File: src/rtl/id_stage_ctrl.sv
// Decode-stage controller: one-entry output register, load-use scoreboard, trap hold.
// Optional macro WB_FORWARD_EN lets a same-cycle load writeback clear the hazard.
module id_stage_ctrl #(
    parameter int unsigned XLEN  = 32,
    parameter int unsigned NREGS = 32,
    parameter int unsigned CNT_W = 32
) (
    input  logic             clk,
    input  logic             rst,
    input  logic             if_valid_i,
    output logic             if_ready_o,
    input  logic [XLEN-1:0]  instr_i,
    input  logic [XLEN-1:0]  pc_i,
    input  logic [4:0]       dec_rs1_i,
    input  logic [4:0]       dec_rs2_i,
    input  logic [4:0]       dec_rd_i,
    input  logic             dec_invalid_i,
    output logic             ex_valid_o,
    input  logic             ex_ready_i,
    output logic [XLEN-1:0]  instr_o,
    output logic [XLEN-1:0]  pc_o,
    output logic [4:0]       rd_o,
    input  logic             wb_valid_i,
    input  logic [4:0]       wb_rd_i,
    input  logic             flush_i,
    output logic             trap_o,
    output logic [XLEN-1:0]  trap_pc_o,
    input  logic             trap_ack_i,
    output logic [CNT_W-1:0] stall_cnt_o
);

    typedef enum logic {
        ST_RUN  = 1'b0,
        ST_TRAP = 1'b1
    } state_e;

    localparam logic [6:0] OPC_LOAD = 7'b0000011;

    state_e           state_q, state_d;
    logic             ex_valid_q, ex_valid_d;
    logic [XLEN-1:0]  instr_q, instr_d;
    logic [XLEN-1:0]  pc_q, pc_d;
    logic [4:0]       rd_q, rd_d;
    logic [XLEN-1:0]  trap_pc_q, trap_pc_d;
    logic [CNT_W-1:0] stall_cnt_q, stall_cnt_d;
    logic [NREGS-1:1] pend_q, pend_d;

    logic [NREGS-1:1] pend_eff;
    logic             rs1_haz, rs2_haz, hazard;
    logic             accept;
    logic             load_set;

    // Pending view used for the hazard check; x0 has no bit and never stalls.
    always_comb begin
        pend_eff = pend_q;
`ifdef WB_FORWARD_EN
        for (int unsigned r = 1; r < NREGS; r++) begin
            if (wb_valid_i && (wb_rd_i == 5'(r))) begin
                pend_eff[r] = 1'b0;
            end
        end
`endif
    end

    always_comb begin
        rs1_haz = 1'b0;
        rs2_haz = 1'b0;
        for (int unsigned r = 1; r < NREGS; r++) begin
            if ((dec_rs1_i == 5'(r)) && pend_eff[r]) begin
                rs1_haz = 1'b1;
            end
            if ((dec_rs2_i == 5'(r)) && pend_eff[r]) begin
                rs2_haz = 1'b1;
            end
        end
    end

    assign hazard     = rs1_haz | rs2_haz;
    assign if_ready_o = (state_q == ST_RUN) & ~hazard & ~flush_i
                        & (~ex_valid_q | ex_ready_i);
    assign accept     = if_valid_i & if_ready_o;
    assign load_set   = accept & (instr_i[6:0] == OPC_LOAD) & (dec_rd_i != 5'd0);

    // Clear is applied before set so a same-cycle set on the same register wins.
    always_comb begin
        pend_d = pend_q;
        for (int unsigned r = 1; r < NREGS; r++) begin
            if (wb_valid_i && (wb_rd_i == 5'(r))) begin
                pend_d[r] = 1'b0;
            end
            if (load_set && (dec_rd_i == 5'(r))) begin
                pend_d[r] = 1'b1;
            end
        end
    end

    always_comb begin
        ex_valid_d = ex_valid_q;
        instr_d    = instr_q;
        pc_d       = pc_q;
        rd_d       = rd_q;
        if (flush_i) begin
            ex_valid_d = 1'b0;
        end else if (accept && !dec_invalid_i) begin
            ex_valid_d = 1'b1;
            instr_d    = instr_i;
            pc_d       = pc_i;
            rd_d       = dec_rd_i;
        end else if (ex_ready_i) begin
            ex_valid_d = 1'b0;
        end
    end

    always_comb begin
        state_d   = state_q;
        trap_pc_d = trap_pc_q;
        case (state_q)
            ST_RUN: begin
                if (accept && dec_invalid_i) begin
                    state_d   = ST_TRAP;
                    trap_pc_d = pc_i;
                end
            end
            ST_TRAP: begin
                if (trap_ack_i) begin
                    state_d = ST_RUN;
                end
            end
            default: state_d = ST_RUN;
        endcase
        if (flush_i) begin
            state_d = ST_RUN;
        end
    end

    always_comb begin
        stall_cnt_d = stall_cnt_q;
        if (if_valid_i && !if_ready_o && (stall_cnt_q != '1)) begin
            stall_cnt_d = stall_cnt_q + CNT_W'(1);
        end
    end

    always_ff @(posedge clk) begin
        if (rst) begin
            state_q     <= ST_RUN;
            ex_valid_q  <= 1'b0;
            instr_q     <= '0;
            pc_q        <= '0;
            rd_q        <= '0;
            trap_pc_q   <= '0;
            stall_cnt_q <= '0;
            pend_q      <= '0;
        end else begin
            state_q     <= state_d;
            ex_valid_q  <= ex_valid_d;
            instr_q     <= instr_d;
            pc_q        <= pc_d;
            rd_q        <= rd_d;
            trap_pc_q   <= trap_pc_d;
            stall_cnt_q <= stall_cnt_d;
            pend_q      <= pend_d;
        end
    end

    assign ex_valid_o  = ex_valid_q;
    assign instr_o     = instr_q;
    assign pc_o        = pc_q;
    assign rd_o        = rd_q;
    assign trap_o      = (state_q == ST_TRAP);
    assign trap_pc_o   = trap_pc_q;
    assign stall_cnt_o = stall_cnt_q;

endmodule

File: config.mk
export PLATFORM = sky130hd
export DESIGN_NAME = id_stage_ctrl
export DESIGN_NICKNAME = d
export VERILOG_FILES = /design/src/rtl/id_stage_ctrl.sv
export SDC_FILE = /design/constraint.sdc
export NUM_CORES = 1
export LEC_CHECK = 0
export ABC_AREA = 1
export BUFFER_PORTS_ARGS = -buffer_cell sky130_fd_sc_hd__buf_2
export CORE_MARGIN = 5
export CORE_UTILIZATION = 50
export DETAILED_ROUTE_END_ITERATION = 10
export PLACE_DENSITY = 0.82
export SETUP_SLACK_MARGIN = 0.5
export SLEW_MARGIN = 20
export SYNTH_ARGS = -nofsm -noshare
export SYNTH_HDL_FRONTEND = slang
export SYNTH_SLANG_ARGS = --single-unit
File: constraint.sdc
create_clock -name clk -period 2.65 [get_ports clk]
set_input_delay 0.1325 -clock clk [delete_from_list [all_inputs] [get_ports clk]]
set_output_delay 0.1325 -clock clk [all_outputs]
set_load 0.01 [all_outputs]
==> run summary, run 1 <==
=====================================================================================
Worst-case vdd ir drop                                                       0.426 mV
Hold crit path type                                                            in2reg
TritonCTS buffer count                                                             17
Leading post-synthesis cells by cell area                                dfxtp_1 40%, nand2_1 14%, nand4_1 13%, a21oi_1 9.9%, nor2_1 5.0%
Number of endpoints failing setup at the final stage                                0
Synthesized area per cell                                                    6.85 um2
Area of the mapped netlist                                                   8400 um2
Fin. Hold Viols                                                                     0
Internal reg-to-reg setup slack                                               0.49 ns
Arrival time of the worst setup path                                          2.49 ns
Number of vias per cell                                                          5.99
Final WL                                                                     33400 um
Number of placed I/O pins                                                         228
IO buf count                                                                      227
CP Launch Type                                                               register
Ordered list of cells on the worst path                                  nand2_1, nand3b_1, nand2_1, nor2_1, nand2_1, nor2_2, nand3_2, nor2_4, buf_8, buf_8, clkbuf_16, nand4_1, a21oi_1
Clock network fraction of total power                                           0.421
Sw power                                                                      1.57 mW
Post-route clock skew                                                       0.0157 ns
Number of unique standard cell types used by synthesis                             29
Most used cell, CP                                                            nand2_1
Worst path required time                                                      2.98 ns
Ratio of final minimum period to clock period                                   0.814
Worst r2r src                                                            pend_eff[25]
Number of max-capacitance violations reported                                       0
Post-Place Cell Area                                                         9660 um2
Area growth syn-to-layout                                                       36.1%
Iteration count of the initial detailed-routing pass                                5
Startpoint of the worst hold path                                            pc_i[10]
Fraction of synthesized cell area taken by the top area cell type               0.396
Peak per-stage delay on the critical path                                     0.37 ns
Detailed-route wire length per cell                                           19.3 um
Flops & latches, synth                                                            166
End-of-flow core utilization                                                    0.692
DIE AREA                                                                    19500 um2
Hold Path End                                                            trap_pc_o[10]
Slew Limit Fails                                                                    0
Combinational power share                                                       0.137
Total track usage                                                               0.301
Post-detailed-route DRC marker count                                                0
Wire length of the first global-routing pass                                 48700 um
Core Area                                                                   16500 um2
Highest net fanout along the worst path                                             9
Max stage delay cell, worst path                                              dfxtp_1
Cell count after synthesis                                                       1227
Reg-to-Reg End                                                            instr_o[29]
Detailed Place HPWL                                                          20000 um
Max Freq                                                                      464 MHz
Effective utilization at floorplan                                              0.508
Relative contribution of sequential cells to total power                        0.442
Switching share of power                                                        0.270
Initial DRC count                                                                1422
Die Span X                                                                     140 um
Setup CP Type                                                                 reg2reg
Post-route antenna net violation count                                              0
Clock-pin slew of the registers on the worst-case setup and hold paths        0.07 ns
Latest clock arrival within the worst-skew pair                               0.43 ns
Clock sink count                                                                  166
CTS tree                                                                         done
Final-stage net count                                                            1588
Finished layout cell area                                                   11400 um2
Number of cell rows                                                                47
CTS max path bufs                                                                   2
Worst slew margin relative to its limit                                         0.606
Hold path cells                                                                     3
Maximum number of pins on one net before global-route repair                       73
Unrepaired setup endpoints after global routing                                  true
Count of buffering cells on the critical path with inverters included               3
LEAKAGE                                                                       4.86 nW
Die extent in y                                                                140 um
Vias after detailed routing                                                     10.3k
Cell family contributing the most delay on the critical path             simple AND/OR/NAND/NOR gates
Number of nets in the synthesized netlist                                        1320
Setup total negative slack                                                       0 ns
Library cell occupying the most area in the post-synthesis netlist            dfxtp_1
Via count of the first global-routing pass                                       9278
Gr ovfl total                                                                       0
Initial antenna violation count                                                     1
Launching instance or port of the critical path                          pend_eff[25]
CTS Root Cell                                                               clkbuf_16
Power density over the cells                                               511 nW/um2
Post-synthesis sequential area ratio                                            0.396
Logic depth of the worst register-to-register path                                 13
Run status                                                                  completed
Ratio of cells with drive above 1 in the final layout                           0.234
Synthesis warning total                                                             0
Number of levels the H-tree was split into                                          4
Transition time at the pin with the least slew margin                        0.590 ns
Cell internal power dissipation                                               4.26 mW
Gp weighted congestion                                                          0.948
CP Capture Type                                                              register
Final period demand of the worst path                                         2.16 ns
=====================================================================================
cell families after synthesis:
| kind of cell | count (synthesis) | share of synthesized area |
|---|---|---|
| adders and majority gates | 1 | 0.00149 |
| AOI/OAI and AO/OA | 197 | 0.118 |
| and+or+nand+nor | 681 | 0.376 |
| xor gates and xnor gates | 29 | 0.0302 |
| DFF | 166 | 0.396 |
| buffers and inverters | 153 | 0.0788 |
Yosys cell counts:
cell type,n
nand4_1,169
nand3b_1,10
xor2_1,20
nor2_2,1
clkinv_1,1
nand2_1,306
nand3_1,49
nor3_2,1
nor4_1,3
inv_1,51
a21oi_1,166
buf_6,6
o21bai_1,1
o21ai_0,28
nand4_2,1
a31oi_1,1
ha_1,1
dfxtp_1,166
nor3_1,25
nor2_4,1
o21ai_1,1
nand3_2,2
buf_4,5
xnor2_1,9
inv_2,8
clkbuf_1,63
nor2_1,111
or2_2,2
buf_2,19
state kept, by name (all words and copies together) (netlist names):
| name | cells |
|---|---|
| trap_pc_o | 32 |
| stall_cnt_o | 32 |
| instr_o | 32 |
| rd_o | 5 |
| trap_o | 1 |
| pend_eff | 31 |
| ex_valid_o | 1 |
| pc_o | 32 |
metal layers:
metal / up-vias / routed length [um] / part of all wire / track usage
li1: 4750 / - / - / -
met1: 4753 / 13000 / 0.39 / 0.384
met2: 693 / 15400 / 0.46 / 0.488
met3: 150 / 3220 / 0.097 / 0.0700
met4: 0 / 1760 / 0.053 / 0.136
met5: - / 0 / 0 / 0
power groups by stage:
| stage | sequential (mW) | clock [mW] | combinational, mW |
|---|---|---|---|
| after global placement | 2.63 | 0 | 0.585 |
| final | 2.58 | 2.46 | 0.800 |
| after detailed placement | 2.63 | 0 | 0.590 |
| after floorplan | 2.66 | 0 | 0.319 |
| after global routing | 2.58 | 2.58 | 0.846 |
| after CTS | 2.58 | 2.46 | 0.668 |
metrics by stage:
stage          std cells  power (mW)  hold WS (ns)  setup slack (ns)
4_1_cts             1700        5.71      0.000407             0.501
2_1_floorplan       1227        2.97         0.300             0.597
6_report            1728        5.84        0.0173             0.493
5_1_grt             1728        6.00        0.0139             0.403
3_5_place_dp        1606        3.22         0.405             0.432
3_3_place_gp        1606        3.21         0.399             0.431
layout by cell type (no fill, tap or decap), types with 4 or more instances in the layout:
cell	instances
xnor2_1	9
clkbuf_16	26
buf_6	7
nand2_1	305
dlygate4sd3_1	60
xor2_1	20
nor3_1	25
inv_1	51
nand3b_1	10
a21oi_2	7
buf_4	27
buf_2	224
inv_2	8
dfxtp_1	160
nor2_2	8
o21ai_0	28
dfxtp_2	5
nand4_1	169
buf_12	11
a21oi_1	159
nand3_1	47
nor2_1	103
clkbuf_8	4
worst max-delay path by stage:
stage	end	depth (start not counted)
global placement	trap_pc_o[13]	14
floorplan	stall_cnt_o[31]	11
CTS	stall_cnt_o[28]	12
finish	instr_o[29]	13
detailed placement	trap_pc_o[15]	15
global route	instr_o[29]	13
worst register-to-register path, stage by stage, from the launching register on:
cell and delay [ns]:
dfxtp_1 0.37, nand2_1 0.08, nand3b_1 0.10, nand2_1 0.05, nor2_1 0.10, nand2_1 0.08
nor2_2 0.15, nand3_2 0.11, nor2_4 0.18, buf_8 0.17, buf_8 0.15, clkbuf_16 0.16
nand4_1 0.11, a21oi_1 0.26
repair_timing:
action / 4_1_cts / 5_1_grt
pin swaps: 2 / 14
gates cloned: 0 / 15
buffers inserted: 3 / 12
gates resized for setup: 5 / 42
endpoints found under the setup margin: 65 / 139
hold buffers: 60 / 0
hold endpoints to repair: 79 / 0
final cells by class:
| type | instances | area (um2) |
|---|---|---|
| Timing Repair Buffer | 341 | 2510 |
| Multi-Input combinational cell | 909 | 4510 |
| Tap cell | 220 | 275 |
| Sequential cell | 166 | 3330 |
| Clock buffer | 22 | 484 |
| Clock inverter | 9 | 92.6 |
| Fill cell | 1353 | 5090 |
| Antenna cell | 1 | 2.50 |
| Inverter | 60 | 225 |
(Power assumes the default switching activity.)
==> run 2, diff against run 1 <==
--- a/config.mk
+++ b/config.mk
@@ -8,7 +8,7 @@
 export ABC_AREA = 1
 export BUFFER_PORTS_ARGS = -buffer_cell sky130_fd_sc_hd__buf_2
 export CORE_MARGIN = 5
-export CORE_UTILIZATION = 50
+export CORE_UTILIZATION = 48
 export DETAILED_ROUTE_END_ITERATION = 10
 export PLACE_DENSITY = 0.82
 export SETUP_SLACK_MARGIN = 0.5
==> constraint.sdc (replaced) <==
create_clock -name clk -period 1.9 [get_ports clk]
set_input_delay 0.095 -clock clk [delete_from_list [all_inputs] [get_ports clk]]
set_output_delay 0.095 -clock clk [all_outputs]
set_load 0.01 [all_outputs]
==> run 2 against run 1 <==
Net effect: the flow now finishes with violations (setup timing); sequential cell count did not move; total power increased by 46%; die area rose by 3.9%; via count increased by 5.4%; combinational power up 61%; clock power grew 47%; clock skew rose by 0.0019 ns; worst setup slack lost 0.69 ns; critical endpoint is now instr_o[1]; largest power group is now clock; highest routed layer unchanged.
==> run summary, run 2 (synthesis results as in run 1) <==
=====================================================================================
Via count of the first global-routing pass                                      10.2k   +9.7%
Post-route antenna net violation count                                              0   unchanged
Detailed route wirelength on metal3                                           3790 um   +18%
IO buf count                                                                      227   unchanged
Worst slew margin relative to its limit                                         0.607   +0.00125
CTS max path bufs                                                                   2   unchanged
Cell internal power dissipation                                               6.04 mW   +42%
Core Area                                                                   17200 um2   +4.3%
Setup CP Type                                                                 reg2reg
Violations in the final reports                                          setup timing
Clock sink count                                                                  166   unchanged
Wire length of the first global-routing pass                                 53500 um   +9.9%
Effective utilization at floorplan                                              0.487   -0.0210
Detailed-route wire length per cell                                           20.3 um   +5.4%
Ratio of final minimum period to clock period                                    1.10   +0.289
Switching share of power                                                        0.291   +0.0212
Number of vias per cell                                                          6.07   +1.4%
Number of endpoints failing setup at the final stage                              160   +160
End-of-flow core utilization                                                    0.739   +0.0473
Sw power                                                                      2.48 mW   +57%
Flip-flop and latch area                                                     3350 um2   +0.38%
CP Capture Type                                                              register
Most common cell after layout, fill and taps aside                            nand2_1
Post-Place Cell Area                                                        10100 um2   +4.2%
Detailed-routing wirelength on met1                                          14000 um   +7.5%
TritonCTS buffer count                                                             17   unchanged
Hold crit path type                                                            in2reg
Iteration count of the initial detailed-routing pass                                6   +1
Clock network fraction of total power                                           0.426   +0.005
Ratio of cells with drive above 1 in the final layout                           0.308   +0.0734
Final WL                                                                     36500 um   +9.5%
Hold Slack                                                                  0.0935 ns   +0.0762 ns
Number of placed I/O pins                                                         228   unchanged
Initial DRC count                                                                1173   -18%
Highest net fanout along the worst path                                             9   unchanged
Max Freq                                                                      477 MHz   +2.9%
Total track usage                                                               0.326   +0.0245
Combinational power share                                                       0.152   +0.015
Number of max-capacitance violations reported                                       0   unchanged
DIE AREA                                                                    20200 um2   +3.9%
Power density over the cells                                               669 nW/um2   +31%
Run status                                                               finished, violations left
Worst-case vdd ir drop                                                       0.685 mV   +61%
Slack of the critical path                                                  -0.196 ns   -0.689 ns
Relative contribution of sequential cells to total power                        0.422   -0.020
Top routing layer in use                                                         met4
Finished layout cell area                                                   12700 um2   +11%
Setup total negative slack                                                  -16.31 ns   -16.31 ns
Transition time at the pin with the least slew margin                        0.588 ns   -0.00112 ns
Die Span X                                                                     142 um   +1.9%
Gr ovfl total                                                                       0   unchanged
Post-detailed-route DRC marker count                                                0   unchanged
Vias after detailed routing                                                     10.9k   +5.4%
Filler instances                                                                 1204   -11%
Fin. Hold Viols                                                                     0   unchanged
Clock-pin slew of the registers on the worst-case setup and hold paths        0.08 ns   about the same
Number of levels the H-tree was split into                                          4   unchanged
Area growth syn-to-layout                                                       51.6%
Area taken by multi-input logic gates                                        4880 um2   +8.1%
Number of cell rows                                                                48   +2.1%
LEAKAGE                                                                       5.51 nW   +13%
CTS tree                                                                         done
Latest clock arrival within the worst-skew pair                               0.44 ns   about the same
Detailed Place HPWL                                                          21000 um   +5.2%
Die extent in y                                                                142 um   +1.9%
Worst path required time                                                      2.22 ns   -0.76 ns
Post-route clock skew                                                       0.0177 ns   +0.00194 ns
Maximum number of pins on one net before global-route repair                       73   unchanged
Initial antenna violation count                                                     1   unchanged
Slew Limit Fails                                                                    0   unchanged
Unrepaired setup endpoints after global routing                                  true
Arrival time of the worst setup path                                          2.42 ns   -0.07 ns
Overall power after layout                                                    8.52 mW   +46%
Gp weighted congestion                                                          0.991   +4.5%
Final period demand of the worst path                                         2.10 ns   -0.0612 ns
Final-stage net count                                                            1650   +3.9%
CTS Root Cell                                                               clkbuf_16
CP Launch Type                                                               register
Commonest cells after routing, fill and taps aside                       269 x nand2_1, 224 x buf_2, 169 x nand4_1
DR WL met2                                                                   17000 um   +10%
=====================================================================================
## run 2: final timing paths
kind,endpoint,cells after the start,start,slack (ns)
min,pc_o[6],4,dec_invalid_i,0.09
max,instr_o[1],14,pend_eff[23],-0.20
max reg2reg,instr_o[1],14,pend_eff[23],-0.20
min reg2reg,trap_pc_o[2],2,trap_pc_o[2],0.46
## run 2: worst max-delay path: stages, from the launching register on
cell and delay (ns):
dfxtp_1 0.35, nand2_1 0.07, nand3b_1 0.11, nand2_1 0.05, nor2_1 0.12, nand2_1 0.09
nor2_2 0.14, nand3_2 0.12, nor2_4 0.16, buf_4 0.15, nand3_4 0.12, buf_6 0.18
buf_16 0.14, nand2_1 0.10, a21oi_2 0.08
## run 2: what timing repair did
item | CTS | global route
endpoints found under the setup margin | 167 | 167
buffers inserted | 18 | 6
cloned | 11 | 12
pin swaps | 43 | 51
resized for setup | 47 | 101
hold buffers | 71 | 0
endpoints found under the hold margin | 102 | 0
## run 2: power groups by stage
stage	clock network, mW	logic (mW)	registers, mW
6_report	3.62	1.29	3.60
5_1_grt	3.80	1.36	3.60
4_1_cts	3.63	1.10	3.59
3_5_place_dp	0	0.873	3.67
3_3_place_gp	0	0.865	3.67
2_1_floorplan	0	0.459	3.70
## run 2: area by class of cell
type                            instances  area share
Antenna cell                            1    0.000196
Clock buffer                           18      0.0345
Clock inverter                         14      0.0144
Inverter                               60      0.0177
Multi-Input combinational cell        908       0.383
Sequential cell                       166       0.263
Tap cell                              225      0.0221
Timing Repair Buffer                  404       0.266
## run 2: metal layers
metal  vias to the layer above  track usage
met5                         -            0
met4                         0        0.137
met3                       191       0.0733
met2                       826        0.530
met1                      4994        0.419
li1                       4890            -
## run 2: through the flow
step,setup slack [ns],instances
final,-0.196,1796
after global routing,-0.307,1796
after CTS,-0.143,1777
after detailed placement,-0.152,1645
after global placement,-0.188,1645
after floorplan,0.141,1227
